<file path="config.mk">
export PLATFORM = sky130hd
export DESIGN_NAME = prio_encode_seq
export DESIGN_NICKNAME = d
export VERILOG_FILES = /design/src/rtl/prio_enc_pkg.sv /design/src/rtl/lsb_index.sv /design/src/rtl/prio_encode_seq.sv
export SDC_FILE = /design/constraint.sdc
export NUM_CORES = 1
export LEC_CHECK = 0
export CAP_MARGIN = 30
export CELL_PAD_IN_SITES_DETAIL_PLACEMENT = 0
export CELL_PAD_IN_SITES_GLOBAL_PLACEMENT = 1
export CORE_MARGIN = 4
export CORE_UTILIZATION = 32
export DETAILED_ROUTE_END_ITERATION = 16
export HOLD_SLACK_MARGIN = 0.03
export PLACE_DENSITY_LB_ADDON = 0.15
export SYNTH_ARGS = -nofsm -noshare
export SYNTH_HDL_FRONTEND = slang
export SYNTH_SLANG_ARGS = --single-unit
</file>
<file path="constraint.sdc">
create_clock -name clk -period 2.48 [get_ports clk]
set_input_delay 0.744 -clock clk [delete_from_list [all_inputs] [get_ports clk]]
set_output_delay 0.744 -clock clk [all_outputs]
set_load 0.05 [all_outputs]
</file>
<file path="src/rtl/prio_enc_pkg.sv">
// Shared definitions for the sequential priority encoder.
//   MODE_ONEHOT / MODE_SCAN : values for the MODE parameter of prio_encode_seq
//   state_e                 : two-state control FSM encoding (IDLE, BUSY)
package prio_enc_pkg;

  localparam int unsigned MODE_ONEHOT = 0;
  localparam int unsigned MODE_SCAN   = 1;

  typedef enum logic {
    IDLE = 1'b0,
    BUSY = 1'b1
  } state_e;

endpackage : prio_enc_pkg

</file>
<file path="src/rtl/lsb_index.sv">
// Combinational lowest-set-bit locator.
//   vec_i : input bit vector (N bits)
//   idx_o : index of the lowest set bit, 0 when vec_i is all zero
//   any_o : at least one bit of vec_i is set
//   one_o : exactly one bit of vec_i is set
module lsb_index #(
  parameter int unsigned N = 8,
  parameter int unsigned W = $clog2(N)
) (
  input  logic [N-1:0] vec_i,
  output logic [W-1:0] idx_o,
  output logic         any_o,
  output logic         one_o
);

  // Walk from the top down so the lowest set bit wins the last assignment.
  always_comb begin
    idx_o = '0;
    for (int i = int'(N) - 1; i >= 0; i--) begin
      if (vec_i[i]) idx_o = W'(i);
    end
  end

  assign any_o = |vec_i;
  // Clearing the lowest set bit leaves zero only for a single-bit vector.
  assign one_o = any_o && ((vec_i & (vec_i - N'(1))) == '0);

endmodule : lsb_index

</file>
<file path="src/rtl/prio_encode_seq.sv">
// Registered priority encoder with valid/ready on both sides.
//   clk, rst        : clock, synchronous active-high reset
//   en              : 1 blocks new captures (an in-flight vector still drains)
//   in_valid/ready  : input handshake, din is the N-bit request vector
//   out_valid/ready : output handshake for dout / dout_last / err
//   dout            : binary index of the emitted bit
//   dout_last       : final beat of the current vector
//   err             : malformed vector (ONEHOT: not exactly one bit; SCAN: zero)
module prio_encode_seq
  import prio_enc_pkg::*;
#(
  parameter  int unsigned N    = 8,
  parameter  int unsigned MODE = MODE_ONEHOT,
  localparam int unsigned W    = $clog2(N)
) (
  input  logic         clk,
  input  logic         rst,
  input  logic         en,
  input  logic         in_valid,
  output logic         in_ready,
  input  logic [N-1:0] din,
  output logic         out_valid,
  input  logic         out_ready,
  output logic [W-1:0] dout,
  output logic         dout_last,
  output logic         err
);

  state_e         state_q, state_d;
  logic [N-1:0]   mask_q, mask_d;
  logic [W-1:0]   dout_q, dout_d;
  logic           last_q, last_d;
  logic           err_q, err_d;
  logic           valid_q, valid_d;

  logic [N-1:0]   mask_rem;
  logic [N-1:0]   lsb_src;
  logic [W-1:0]   lsb_idx;
  logic           lsb_any;
  logic           lsb_one;

  // Mask with the bit currently on dout removed: what remains after this beat.
  assign mask_rem = mask_q & ~(N'(1) << dout_q);

  // One locator serves both the capture (din) and the scan advance (mask).
  assign lsb_src = (state_q == IDLE) ? din : mask_rem;

  lsb_index #(
    .N (N),
    .W (W)
  ) u_lsb_index (
    .vec_i (lsb_src),
    .idx_o (lsb_idx),
    .any_o (lsb_any),
    .one_o (lsb_one)
  );

  // Next-state and next-output logic.
  always_comb begin
    state_d = state_q;
    mask_d  = mask_q;
    dout_d  = dout_q;
    last_d  = last_q;
    err_d   = err_q;
    valid_d = valid_q;
    case (state_q)
      IDLE: begin
        if (in_valid && in_ready) begin
          state_d = BUSY;
          valid_d = 1'b1;
          mask_d  = din;
          dout_d  = '0;
          err_d   = 1'b1;
          last_d  = 1'b1;
          if (MODE == MODE_SCAN) begin
            if (lsb_any) begin
              dout_d = lsb_idx;
              err_d  = 1'b0;
              last_d = lsb_one;
            end
          end else if (lsb_one) begin
            dout_d = lsb_idx;
            err_d  = 1'b0;
          end
        end
      end
      BUSY: begin
        if (out_ready) begin
          if (last_q) begin
            state_d = IDLE;
            valid_d = 1'b0;
            mask_d  = '0;
          end else begin
            mask_d = mask_rem;
            dout_d = lsb_idx;
            last_d = lsb_one;
            err_d  = 1'b0;
          end
        end
      end
      default: state_d = IDLE;
    endcase
  end

  // State and output registers.
  always_ff @(posedge clk) begin
    if (rst) begin
      state_q <= IDLE;
      mask_q  <= '0;
      dout_q  <= '0;
      last_q  <= 1'b0;
      err_q   <= 1'b0;
      valid_q <= 1'b0;
    end else begin
      state_q <= state_d;
      mask_q  <= mask_d;
      dout_q  <= dout_d;
      last_q  <= last_d;
      err_q   <= err_d;
      valid_q <= valid_d;
    end
  end

  // in_ready depends only on registered state and en, never on out_ready.
  assign in_ready  = (state_q == IDLE) && !en;
  assign out_valid = valid_q;
  assign dout      = dout_q;
  assign dout_last = last_q;
  assign err       = err_q;

endmodule : prio_encode_seq

</file>
Yosys cells after proc, flatten, opt, wreduce, memory -nomap -nowiden. Cells that the tools add are included.

Add/sub/neg operators: 1. Equal/unequal tests: 4. Shift operators: 1. Muxes and demuxes: 34. Bitwise gates (word level): 4. Reduce and logical (&&, ||, !) cells: 9.

Operators with widths (count): 3-bit two-way mux (12); 8-bit two-way mux (4); 8-bit bitwise AND (2); 8-bit case mux with 2 select lines (1); 1-bit two-way mux (12); 8-bit zero test (1); 8-bit inverter (1); 1-bit case mux with 2 select lines (4); 8-bit OR reduction (1); 1-bit by 3-bit << shifter with 8-bit output, first input constant (1); 8-bit by 1-bit subtractor with 8-bit output, second input constant (1); 3-bit case mux with 2 select lines (1); 3-bit AND reduction (2); 2-bit by 1-bit inequality test with 1-bit output, second input constant (2); 2-bit inequality test, second input constant (2); 1-bit logical AND (3); 2-bit AND reduction (1); 1-bit zero test (1); 1-bit inverter (1).

Register bits after elaboration: 15. Input bits: 13. Output and inout bits: 7. Logic and storage cells: 59.

Logic depth before layout (Yosys ltp). Gate-level depths: netlist (run 1).

Depth in word-level cells: 15. Gate-level depth with buffers: 8. Depth with buffers taken out: 6.

By module. Synthesis (run 1) repeated with hierarchy kept, for this count alone.

Cell total of the unflattened synthesis: 133. Area total of the unflattened synthesis: 1072.3 µm².

Modules (own cells, without submodules): prio_encode_seq (instances 1, cells an instance 109, area an instance 909.6 µm²); lsb_index (instances 1, cells an instance 24, area an instance 162.7 µm²).

Least setup slack after synthesis (run 1). OpenSTA, ideal clock, no wires.

Path kind: input to register. Start point: in en. End point: reg mask_q[4]. Library setup time: 86 ps. Data arrival time: 2464 ps. Slack: -70 ps. Stages: 6. Buffers on the path: 1. Cells stage by stage: nor2_1 > and2_0 > a21o_1 > clkbuf_1 > nor2_1 > a211oi_1.

Cells in the longest elaborated chain, start to end: 5.

RTL lines: start: declaration (RTL line prio_encode_seq.sv:18) `input logic en,`; 1-bit zero test (RTL line prio_encode_seq.sv:125) `assign in_ready = (state_q == IDLE) && !en;`; 1-bit logical AND (RTL line prio_encode_seq.sv:125); 1-bit logical AND (RTL line prio_encode_seq.sv:68) `if (in_valid && in_ready) begin`; 2-bit by 1-bit inequality test with 1-bit output (no line); 2-bit AND reduction (no line); end signal: assignment (RTL line prio_encode_seq.sv:116) `mask_q <= mask_d;`; end: declaration (RTL line prio_encode_seq.sv:30) `logic [N-1:0] mask_q, mask_d;`.

Every way passes these cells. A chain may end at the register's enable or synchronous reset.

Worst setup path after layout (run 1).
Start point: reg last_q (netlist: dout_last). End point: out dout_last.

RTL lines: start: declaration (RTL line prio_encode_seq.sv:32) `logic last_q, last_d;`; start signal: assignment (RTL line prio_encode_seq.sv:118) `last_q <= last_d;`; end: declaration (RTL line prio_encode_seq.sv:25) `output logic dout_last,`.

No word-level cell between the ends.

==> out/results.txt, run 1 <==
When the netlist entered floorplanning its net count stood at 142. The sequential cell area fraction in the yosys report is 0.288. For the CTS sink count, the log shows 15. The cell family contributing the most delay on the critical path is buffers and inverters. For this design, the CTS-stage hold fixing added 0 buffers. On the worst path, the slowest cell contributes a delay of 830 ps. The startpoint of the most critical hold path was mask_q[7].

The start point of the critical path is dout_last. After detailed routing, the number of remaining DRC violations is 0. The root buffer cell chosen for the clock tree is sky130_fd_sc_hd__clkbuf_4. The leakage power summed over all cells was 0.494 nW. The core region is 3080 sq um.

The number of H-tree levels was 1; the data arrival time of the worst path was 1540 ps. The area share of the leading cell type in the synthesized netlist came out at 0.288. The signal on the critical path passes through clkdlybuf4s50_1. The final cell count without fillers was 202.

Cell with the biggest individual delay on the critical path: sky130_fd_sc_hd__clkdlybuf4s50_1. The pre-CTS setup slack was -62.7 ps; the cell count after synthesis was 129. Relative to the synthesized area, the layout overhead comes to 31.3%. For the initial antenna violation count, the log shows 0. In this run the worst path has a maximum fanout of 5. The number of buffers between clock root and the deepest sink came out at 2. The number of placed instances with taps included was 198; the count of warnings emitted by yosys was 0.

The logs give 0 for the number of maximum-capacitance constraint violations and 0.779 for the weighted congestion reported at the end of routability-driven placement. The logs give 4770 um for the wire length of the first global-routing pass and 0 for the post-CTS setup buffer count. The tools report the count of final max-slew check failures as 0.

The tools report the detailed-placement wirelength estimate as 2120 um. Setup repair after global routing left no endpoint under its margin. For this block, the routed nets add up to 2770 um of wire. The placed instance area was 1340 sq um. TritonCTS created 3 clock buffers. In this run the critical register-to-register path is launched from dout[0]. The pre-antenna-repair detailed-routing pass consisted of 4 iterations. The largest area contributor in the netlist was sky130_fd_sc_hd__dfxtp_1. TritonCTS built the clock tree. The register clock-pin slew on the reported worst setup and hold paths was 100 ps. The tools report the total of endpoints with negative setup slack in the final report as 0. The critical path is of the reg2out type. The number of different library cells in the post-synthesis netlist was 38. For the headroom to the max-slew limit, the log shows 0.672. The number of antenna diodes in the final layout is 0.

After synthesis, the cell types taking the most area are sky130_fd_sc_hd__dfxtp_1, sky130_fd_sc_hd__a31oi_1, sky130_fd_sc_hd__nor2b_1, sky130_fd_sc_hd__a211oi_1, sky130_fd_sc_hd__nand2_1. The worst setup path is launched from a register. The actual transition at the worst max-transition pin works out to 491 ps.

The fraction of layout instances using a drive strength above 1 was 0.215; the post-synthesis register bit count was 15. The height of the die came out at 65.1 um. The die covers 4240 sq um. Dividing the synthesized area by the synthesized cell count gives 8.09 sq um.

For the worst setup path, the data required time is 1740 ps. The run gives 0 as the total congestion overflow. The net count of the finished layout was 172. In this run the tool buffered the top-level ports with 19 buffer cells. With fillers left out, the area of the finished cells amounts to 1370 sq um. The power density over cell area was 475 nW/um^2; the register area was 300 sq um.

After routing, the total negative slack on setup checks comes to 0 ps. The clock period minus final worst setup slack was 2280 ps. The worst setup path is captured at an output port. The later pin in the worst-skew pair is clocked with a latency of 300 ps. The tools report the overall routing resource usage as 0.144.

The site row count was 20. Across the routed clock network, the largest skew measured is 11.9 ps. The worst hold path belongs to the class reg2reg.

Average detailed-routed wire length per instance: 13.7 um. The combined area of all synthesized cells was 1040 sq um; the remaining antenna violation count after routing was 0. The final hold violation count was 0; the die boundary width was 65.1 um. Fill cells in the final layout number 327.

Ratio of final minimum period to clock period: 0.921. The worst vdd rail ir drop was 0.000230 V. The run finished with clean final reports.

Number of DRC violations after detailed-routing iteration 0: 73. The tools report the overall power of the completed layout as 0.000650 W. The worst path setup slack after routing came out at 195 ps. The largest net degree at the start of global routing is 16. The logs give 438 MHz for the highest attainable clock frequency and 1047 for the overall via count from detail_route. 20 I/O pins were placed. The via count of the first global-routing pass was 982. The run gives 0.339 as the initial core utilization. Once the clock tree was built, the resizer swapped 0 gates to a different size.

The via density per instance works out to 5.18. Summing all multi-input logic gate instances after layout gives 689 sq um. The count of buffer and inverter cells on the critical path works out to 1.
==> path summary, 6_finish.rpt <==
kind,endpoint,slack (ps),depth (start not counted)
min reg2reg,mask_q[7],500,2
min,mask_q[7],500,2
max reg2reg,dout[0],290,6
max,dout_last,200,1
==> per-layer routing <==
layer  track usage  vias up  part of all wire
li1              -      545                 -
met1         0.199      475              0.51
met2         0.222       22              0.44
met3        0.0376        5             0.040
met4        0.0389        0             0.013
met5             0        -                 0
==> synth_stat cells (all sizes together) <==
cell and count:
and2 2, nor3 1, a22oi 1, nor2 14
o31ai 1, o31a 1, xnor2 2, o41ai 1
buf 5, clkbuf 3, nand2 14, o21ai 6
a31oi 15, or3b 3, a21o 2, a311oi 1
o22ai 1, nand2b 1, nand3b 3, a21oi 6
nor2b 10, nor4 3, dfxtp 15, and2b 1
nand3 3, a31o 4, a211oi 9, nand4 1
==> stage by stage <==
stage                      util  hold slack (ps)
after floorplan               -              465
after global placement    0.436              470
after detailed placement  0.436              492
after CTS                 0.445              511
after global routing      0.445              543
final                     0.445              504
==> area by class of cell <==
class / instances / share of cell area
Multi-Input combinational cell: 106 / 0.503
Sequential cell: 15 / 0.219
Timing Repair Buffer: 33 / 0.217
Tap cell: 44 / 0.0402
Clock buffer: 3 / 0.0164
Clock inverter: 1 / 0.00365
==> power breakdown <==
part / internal, W / switching [W]
registers: 0.000259 / 0.0000158
clock network: 0.0000601 / 0.0000868
logic: 0.000104 / 0.000125
==> cell families after synthesis <==
| group | count (synthesis) | synth area share |
|---|---|---|
| compound gates | 48 | 0.347 |
| xor+xnor | 2 | 0.0168 |
| buf+inv | 8 | 0.0540 |
| flops | 15 | 0.288 |
| simple gates | 56 | 0.295 |
==> state kept, by name (all words and copies together) (netlist names) <==
| name | cells |
|---|---|
| mask_q | 8 |
| dout | 3 |
| dout_last | 1 |
| err | 1 |
| out_valid | 1 |
| state_q | 1 |
==> cell usage in the layout (no fill, tap or decap), types with 2 or more instances in the layout <==
cell,count
sky130_fd_sc_hd__a21oi_1,6
sky130_fd_sc_hd__nor2_1,13
sky130_fd_sc_hd__a211oi_1,8
sky130_fd_sc_hd__nand2_1,14
sky130_fd_sc_hd__nor4_1,2
sky130_fd_sc_hd__nor2b_1,10
sky130_fd_sc_hd__buf_4,17
sky130_fd_sc_hd__clkdlybuf4s50_1,15
sky130_fd_sc_hd__a31o_2,2
sky130_fd_sc_hd__o21ai_0,5
sky130_fd_sc_hd__nand3_1,3
sky130_fd_sc_hd__or3b_4,2
sky130_fd_sc_hd__a21o_1,2
sky130_fd_sc_hd__nand3b_1,3
sky130_fd_sc_hd__xnor2_1,2
sky130_fd_sc_hd__clkbuf_4,3
sky130_fd_sc_hd__dfxtp_1,15
sky130_fd_sc_hd__a31oi_1,13
==> worst reg2reg max path, stage by stage, from the launching register on <==
cell and delay [ps]:
sky130_fd_sc_hd__dfxtp_1 520, sky130_fd_sc_hd__or3b_2 520, sky130_fd_sc_hd__a31o_2 310, sky130_fd_sc_hd__nor4_4 210, sky130_fd_sc_hd__nor2_1 100, sky130_fd_sc_hd__a211oi_2 300
sky130_fd_sc_hd__o31ai_1 120
No activity file was read; power rests on OpenSTA's default activity.
==> inputs of run 2 (changes only) <==
Settings changed: SKIP_LAST_GASP from default to 1.
==> results of run 2 <==
Final layout, timing and power as in run 1 (identical DEF).
